`src/rtl/mem_access_unit.sv`:
```
// mem_access_unit: memory-stage load/store engine with req/ready bus, lane steering and watchdog
module mem_access_unit #(
    parameter int TIMEOUT = 16,
    parameter int CNT_W   = 5
) (
    input  logic        clk,
    input  logic        rst,
    input  logic        in_valid,
    input  logic [6:0]  opcode,
    input  logic [2:0]  funct3,
    input  logic [31:0] mem_addr,
    input  logic [31:0] store_data,
    output logic        stall,
    output logic        mem_req,
    output logic        mem_we,
    output logic [31:0] mem_word_addr,
    output logic [31:0] mem_wdata,
    output logic [3:0]  mem_wstrb,
    input  logic [31:0] mem_rdata,
    input  logic        mem_ready,
    output logic        load_valid,
    output logic [31:0] load_data,
    output logic        misaligned,
    output logic        bus_error,
    output logic [31:0] err_addr
);
    localparam logic [6:0] OP_LOAD  = 7'b0000011;
    localparam logic [6:0] OP_STORE = 7'b0100011;
    typedef enum logic [1:0] {IDLE, REQ, DONE} state_t;
    state_t           state;
    logic [CNT_W-1:0] wd_cnt;
    logic [2:0]       f3_q;
    logic [31:0]      addr_q;
    logic             is_load, is_store, mem_instr, aligned, accept, reject, timeout;
    logic [31:0]      wdata_n, shifted, load_ext;
    logic [3:0]       strb_n;
    // Decode the EX/MEM entry: classify, check alignment, and raise stall while an access is in flight
    always_comb begin
        is_load   = in_valid && (opcode == OP_LOAD);
        is_store  = in_valid && (opcode == OP_STORE);
        mem_instr = is_load || is_store;
        aligned   = is_store
                  ? ((funct3 == 3'b000) ||
                     ((funct3 == 3'b001) && !mem_addr[0]) ||
                     ((funct3 == 3'b010) && (mem_addr[1:0] == 2'b00)))
                  : ((funct3 == 3'b000) || (funct3 == 3'b100) ||
                     (((funct3 == 3'b001) || (funct3 == 3'b101)) && !mem_addr[0]) ||
                     ((funct3 == 3'b010) && (mem_addr[1:0] == 2'b00)));
        accept    = (state == IDLE) && mem_instr && aligned;
        reject    = (state == IDLE) && mem_instr && !aligned;
        stall     = accept || (state == REQ);
    end
    // Store lane replication and byte enables; loads drive no strobes
    always_comb begin
        wdata_n = (funct3[1:0] == 2'b00) ? {4{store_data[7:0]}}
                : (funct3[1:0] == 2'b01) ? {2{store_data[15:0]}}
                : store_data;
        strb_n  = !is_store              ? 4'b0000
                : (funct3 == 3'b000)     ? 4'b0001 << mem_addr[1:0]
                : (funct3 == 3'b001)     ? 4'b0011 << mem_addr[1:0]
                : 4'b1111;
    end
    // Load extraction: shift the addressed byte/half down to bit 0, then extend
    always_comb begin
        shifted  = mem_rdata >> {addr_q[1:0], 3'b000};
        load_ext = (f3_q == 3'b000) ? {{24{shifted[7]}}, shifted[7:0]}
                 : (f3_q == 3'b100) ? {24'b0, shifted[7:0]}
                 : (f3_q == 3'b001) ? {{16{shifted[15]}}, shifted[15:0]}
                 : (f3_q == 3'b101) ? {16'b0, shifted[15:0]}
                 : shifted;
        timeout  = (wd_cnt == CNT_W'(TIMEOUT - 1));
    end
    // Access FSM with registered bus, result and error outputs
    always_ff @(posedge clk) begin
        if (rst) begin
            state         <= IDLE;
            wd_cnt        <= '0;
            f3_q          <= '0;
            addr_q        <= '0;
            mem_req       <= 1'b0;
            mem_we        <= 1'b0;
            mem_word_addr <= '0;
            mem_wdata     <= '0;
            mem_wstrb     <= '0;
            load_valid    <= 1'b0;
            load_data     <= '0;
            misaligned    <= 1'b0;
            bus_error     <= 1'b0;
            err_addr      <= '0;
        end else begin
            load_valid <= 1'b0;
            misaligned <= 1'b0;
            bus_error  <= 1'b0;
            case (state)
                IDLE: begin
                    wd_cnt <= '0;
                    if (accept) begin
                        state         <= REQ;
                        mem_req       <= 1'b1;
                        mem_we        <= is_store;
                        mem_word_addr <= {mem_addr[31:2], 2'b00};
                        mem_wdata     <= wdata_n;
                        mem_wstrb     <= strb_n;
                        addr_q        <= mem_addr;
                        f3_q          <= funct3;
                    end
                    if (reject) begin
                        misaligned <= 1'b1;
                        err_addr   <= mem_addr;
                    end
                end
                REQ: begin
                    if (mem_ready) begin
                        state      <= DONE;
                        mem_req    <= 1'b0;
                        load_valid <= !mem_we;
                        load_data  <= mem_we ? '0 : load_ext;
                    end else if (timeout) begin
                        state     <= DONE;
                        mem_req   <= 1'b0;
                        bus_error <= 1'b1;
                        err_addr  <= addr_q;
                        load_data <= '0;
                    end else begin
                        wd_cnt <= wd_cnt + CNT_W'(1);
                    end
                end
                DONE: state <= IDLE;
                default: state <= IDLE;
            endcase
        end
    end
endmodule

```
`config.mk`:
```
export PLATFORM = sky130hd
export DESIGN_NAME = mem_access_unit
export DESIGN_NICKNAME = d
export VERILOG_FILES = /design/src/rtl/mem_access_unit.sv
export SDC_FILE = /design/constraint.sdc
export NUM_CORES = 1
export LEC_CHECK = 0
export CORE_UTILIZATION = 39
export DETAILED_ROUTE_END_ITERATION = 6
export GPL_ROUTABILITY_DRIVEN = 0
export PLACE_DENSITY = 0.75
export SYNTH_ARGS = -nofsm -noshare
export SYNTH_HDL_FRONTEND = slang
export SYNTH_SLANG_ARGS = --single-unit
```
`constraint.sdc`:
```
create_clock -name clk -period 2.8 [get_ports clk]
set_input_delay 0.56 -clock clk [delete_from_list [all_inputs] [get_ports clk]]
set_output_delay 0.56 -clock clk [all_outputs]
set_load 0.005 [all_outputs]
```
==> results of run 1 <==
where the power goes:
part	switching, uW	internal [uW]	total [uW]
registers	2.11	2090	2100
clock network	893	1450	2340
logic	221	222	444
critical path, stage by stage:
cell	delay, ps
clkdlybuf4s50_1	400
or4b_4	570
nor4_4	310
nand2_1	120
nand2_1	90
clkbuf_2	130
per-layer routing:
metal  routed length (um)  GRT usage [%]  part of all wire [%]  vias to the layer above
li1                     -              -                     -                     3454
met1                 9780           29.6                    43                     3374
met2                10900           37.2                    48                      261
met3                 1240           4.92                   5.4                       51
met4                  903           11.3                   4.0                        0
met5                    0              0                     0                        -
worst paths after layout:
path                                                 from                    endpoint  slack [ps]  cells past startpoint
worst max-delay path                            opcode[2]                       stall          70                      6
worst min-delay path                                  rst       load_valid$_SDFF_PP0_         390                      2
worst max register to register     addr_q[0]$_SDFFE_PP0P_  load_data[31]$_SDFFE_PP0P_         660                      6
worst min register to register  load_data[7]$_SDFFE_PP0P_   load_data[7]$_SDFFE_PP0P_         460                      2
state kept, by name, indices dropped and copies added, names as in the netlist:
name	count
addr_q	32
bus_error	1
err_addr	32
f3_q	3
load_data	32
load_valid	1
mem_req	1
mem_wdata	32
mem_we	1
mem_wstrb	4
misaligned	1
state	2
wd_cnt	5
metrics by stage:
| step | total power (uW) | hold WS [ps] | setup TNS (ps) |
|---|---|---|---|
| global placement | 2570 | 444 | -10880 |
| floorplan | 2330 | 453 | 0 |
| CTS | 4920 | 372 | -13.0 |
| detailed placement | 2580 | 453 | -14130 |
| finish | 4880 | 393 | 0 |
| global route | 5060 | 369 | -1.31 |
repair_timing:
item,4_1_cts,5_1_grt
gates resized for setup,4,9
buffers inserted,11,2
setup endpoints to repair,1,2
pin swaps,2,5
gates cloned,0,0
endpoints found under the hold margin,0,0
logic make-up (layout without fill, tap and decap cells):
group           after synthesis  after routing  share of synthesized area (%)
compound gates              256            256                           20.6
simple gates                233            233                           16.0
flops                       147            147                           39.8
buf+inv                     121            333                           8.52
mux                          99             99                           14.1
fa+ha+maj                     6              6                           1.01
other cells                   1              3                         0.0507
synth_stat cells (2+ instances only):
cell type	count
buf_4	34
nand2b_1	6
buf_2	15
a32oi_1	8
a311oi_1	8
nand4_1	4
mux2i_1	66
inv_1	6
nand2_1	47
a22o_1	8
nor2_1	51
buf_6	4
nor2b_1	44
nor3_1	11
a211o_1	8
o21ai_0	61
mux2_2	31
dfxtp_1	147
o21ai_1	31
or2_2	2
ha_1	6
a21oi_1	89
o2111ai_1	2
a211oi_1	8
a221oi_1	8
a22oi_1	8
a31oi_1	8
buf_1	9
nand3_1	53
clkbuf_1	53
final cells by class:
type                    instances  share of cell area (%)
flip-flops and latches        147                    27.7
well taps                     234                    2.75
inverters                       6                   0.212
repair buffers                295                    27.1
clock buffers                  20                    4.29
multi-input cells             596                    36.5
clock inverters                12                    1.45
diodes                          1                  0.0235
layout by cell type (no fill, tap or decap), types with 5 or more instances in the layout:
master and count:
dfxtp_1 146, a22o_1 8, a22oi_1 8, a211o_1 8
nand2b_1 5, clkdlybuf4s50_1 243, nor2b_1 44, ha_1 5
nor3_1 11, buf_4 44, nor2_1 51, buf_12 5
a32oi_1 8, mux2i_1 66, a31oi_1 8, nand2_1 47
a21oi_1 87, clkbuf_16 17, inv_1 6, o21ai_0 61
mux2_2 31, o21ai_1 30, nand3_1 53, a211oi_1 8
a311oi_1 8, a221oi_1 7
==> flow_summary.json, run 1 <==
{
  "grt_max_degree": 113,
  "finalClockSkew_ps": 6.35,
  "ant_nets": 0,
  "async_reset_ff_share_pct": 0,
  "fp.dieArea_um2": 19500,
  "max_freq_ghz": 0.367,
  "clock_path_buffers": 2,
  "cts-hold-fix-buffers": 0,
  "die_height_um": 140,
  "ir_drop_mv": 0.382,
  "fin_area_um2": 10600,
  "wl_mm": 22.8,
  "htree_num_levels": 4,
  "maxCapViolations": 0,
  "antenna_found_initial": 1,
  "root_buffer": "clkbuf_16",
  "grt_use_total_pct": 23.2,
  "fill_cells": 1633,
  "synth_area_um2": 7400,
  "cts_tree": "built",
  "netlist_instances": 863,
  "status": "finished clean",
  "synth_edf_count": 0,
  "drt_iter0_drc": 411,
  "synth_top_area_share_pct": 39.8,
  "fin_nets": 1179,
  "wl_per_cell_um": 17.4,
  "final_util_pct": 57.1,
  "fp-row-count": 50,
  "place_area_um2": 9930,
  "postSynthAreaPerCell_um2": 8.57,
  "routed_via_density": 5.45,
  "grt_first_pass_wirelength_mm": 36.1,
  "maxSlewViolCount": 0,
  "power_density_nw_per_um2": 459,
  "path_class": "input pin to output port",
  "hold_viol_final": 0,
  "cts.sinks": 147,
  "io_pins": 248,
  "area_growth_pct": 43.9,
  "critPathArrivalTime_ps": 2170,
  "drcViolationCount": 0,
  "critical_path_required_ps": 2240,
  "worst-path-max-fanout": 2,
  "tightest_slew_ps": 805,
  "stdcell_count": 1311,
  "register_area_um2": 2940,
  "ys_warn_count": 0,
  "place_inst": 1268,
  "fin_ws_ps": 74.0,
  "die_w_um": 140,
  "yosysSeqAreaShare_pct": 39.8,
  "fin_crit_sh_pct": 97.4,
  "multiInputGateArea_um2": 3880,
  "ys.flop_type": "dfxtp_1",
  "yosysTopAreaCell": "dfxtp_1",
  "ys_ff_latch": 147,
  "vias": 7140,
  "hold_class": "input pin to register",
  "drtPass1Iterations": 5,
  "dpl.hpwl_mm": 15.5,
  "io_buffers": 245,
  "grt_pass1_vias": 6882,
  "ys_top_cells_by_area": "dfxtp_1 (40%), mux2i_1 (8.9%), a21oi_1 (6.0%)",
  "grt_overflow_total": 0,
  "drive_gt1_share_pct": 12.3,
  "clkSlewWorstSetupHoldPaths_ps": 60,
  "setup_viol": 0,
  "place_ws_ps": -236,
  "start_util_pct": 39.7,
  "cts_made_buffers": 17,
  "endpoint_kind": "output port",
  "max_slew_margin_pct": 46.4,
  "period_needed_ps": 2730,
  "clk_latency_ps": 420,
  "design.core.area_um2": 18600,
  "p_leak_uw": 0.00375,
  "crit_path_start_kind": "input pin",
  "synth_cell_types": 57
}
No activity file was read; power rests on OpenSTA's default activity.
==> run 2, diff against run 1 <==
--- a/config.mk
+++ b/config.mk
@@ -6,6 +6,7 @@
 export NUM_CORES = 1
 export LEC_CHECK = 0
 export CORE_UTILIZATION = 39
+export CTS_BUF_LIST = sky130_fd_sc_hd__clkbuf_16
 export DETAILED_ROUTE_END_ITERATION = 6
 export GPL_ROUTABILITY_DRIVEN = 0
 export PLACE_DENSITY = 0.75
==> constraint.sdc (replaced) <==
create_clock -name clk -period 3.36 [get_ports clk]
set_input_delay 0.672 -clock clk [delete_from_list [all_inputs] [get_ports clk]]
set_output_delay 0.672 -clock clk [all_outputs]
set_load 0.005 [all_outputs]
==> run 2 against run 1 <==
Net effect:
- via count shrank 2.0%
- critical path depth is the same
- largest power group unchanged
- worst hold slack gained 69 ps
- global-route usage shrank 0.73 points
- flip-flop and latch count is the same
- clock skew grew 2.9 ps
==> flow_summary.json, run 2 (synthesized netlist as in run 1, its figures left out) <==
{
  "status": "finished clean",
  "hold_viol_final": 0,
  "cts.sinks": 147,
  "final_util_pct": 55.6,
  "drtPass1Iterations": 5,
  "layout_commonest_cell": "clkdlybuf4s50_1",
  "slowest_stage": "or4b_4",
  "routed_via_density": 5.45,
  "hold_class": "register to register",
  "antenna_found_initial": 2,
  "design.core.area_um2": 18600,
  "die_w_um": 140,
  "cts_made_buffers": 17,
  "grt_pass1_vias": 6625,
  "wl_per_cell_um": 17.2,
  "wl_mm": 22.1,
  "fin_crit_sh_pct": 95.6,
  "finalClockSkew_ps": 9.27,
  "ant_nets": 0,
  "ctsResizeCount": 0,
  "critPathArrivalTime_ps": 2540,
  "setup_viol": 0,
  "maxCapViolations": 0,
  "fp-row-count": 50,
  "mostFrequentLayoutCells": "clkdlybuf4s50_1 (244), dfxtp_1 (146), a21oi_1 (89)",
  "crit_path_start_kind": "input pin",
  "vias": 6999,
  "critPathMaxStageDelay_ps": 580,
  "worst-path-max-fanout": 3,
  "die_height_um": 140,
  "drive_gt1_share_pct": 9.16,
  "tightest_slew_ps": 796,
  "grt_use_total_pct": 22.5,
  "drcViolationCount": 0,
  "period_needed_ps": 3210,
  "rsz0062_at_grt": "false",
  "grt_overflow_total": 0,
  "htree_num_levels": 4,
  "fp.dieArea_um2": 19500,
  "power_density_nw_per_um2": 387,
  "cp_cell_sequence": "clkdlybuf4s50_1 > or4b_4 > nor4_4 > nand2_1 > nand2_1 > clkdlybuf4s50_1",
  "max_freq_ghz": 0.311,
  "ir_drop_mv": 0.337,
  "maxSlewViolCount": 0,
  "place_inst": 1250,
  "start_util_pct": 39.7,
  "timing.hold.ws_ps": 462,
  "io_buffers": 245,
  "p_leak_uw": 0.00359,
  "clkSlewWorstSetupHoldPaths_ps": 60,
  "io_pins": 248,
  "cts-hold-fix-buffers": 0,
  "cts_setup_buffers": 0,
  "critical_path_required_ps": 2690,
  "drt_iter0_drc": 386,
  "fin_nets": 1151,
  "root_buffer": "clkbuf_16",
  "endpoint_kind": "output port",
  "path_class": "input pin to output port",
  "cts_tree": "built",
  "fin_tns_setup_ps": 0,
  "max_slew_margin_pct": 46.9,
  "dpl.hpwl_mm": 15.3,
  "grt_max_degree": 74,
  "grt_first_pass_wirelength_mm": 34.9,
  "stdcell_count": 1284,
  "clk_latency_ps": 430,
  "place_area_um2": 9770,
  "clock_path_buffers": 2,
  "area_growth_pct": 40.0,
  "fin_area_um2": 10400
}
## run 2: critical path, delay by kind of cell
family,cells,cell delay [ps]
buf+inv,2,910
simple gates,4,960
## run 2: cell type report
| cell class | instances | area, um2 |
|---|---|---|
| Fill cell | 1662 | 8280 |
| Multi-Input combinational cell | 596 | 3870 |
| Sequential cell | 147 | 2940 |
| Timing Repair Buffer | 267 | 2640 |
| Clock buffer | 17 | 425 |
| Tap cell | 234 | 293 |
| Clock inverter | 15 | 166 |
| Inverter | 6 | 22.5 |
| Antenna cell | 2 | 5.00 |
## run 2: worst paths after layout
kind	cells after the start	slack, ps	endpoint	startpoint
worst max-delay path	6	150	stall	opcode[2]
worst min-delay path	2	460	load_data[7]$_SDFFE_PP0P_	load_data[7]$_SDFFE_PP0P_
worst max register to register	5	1070	load_data[30]$_SDFFE_PP0P_	addr_q[0]$_SDFFE_PP0P_
worst min register to register	2	460	load_data[7]$_SDFFE_PP0P_	load_data[7]$_SDFFE_PP0P_
## run 2: where the power goes
| part | internal, uW | leakage [uW] | switching (uW) |
|---|---|---|---|
| sequential | 1750 | 0.00118 | 1.79 |
| combinational | 177 | 0.00212 | 183 |
| clock | 1160 | 0.000283 | 741 |
## run 2: metal layers
layer	GRT usage [%]	up-vias	part of all wire, %
met3	5.23	41	7.0
met2	35.6	267	46
li1	-	3408	-
met5	0	-	0
met4	10.6	0	3.1
met1	28.9	3283	44
## run 2: stage by stage
| stage | setup WS (ps) | total power (uW) |
|---|---|---|
| 4_1_cts | 72.3 | 4040 |
| 2_1_floorplan | 647 | 1940 |
| 3_5_place_dp | 18.4 | 2140 |
| 3_3_place_gp | 96.4 | 2140 |
| 5_1_grt | 49.5 | 4150 |
| 6_report | 149 | 4010 |
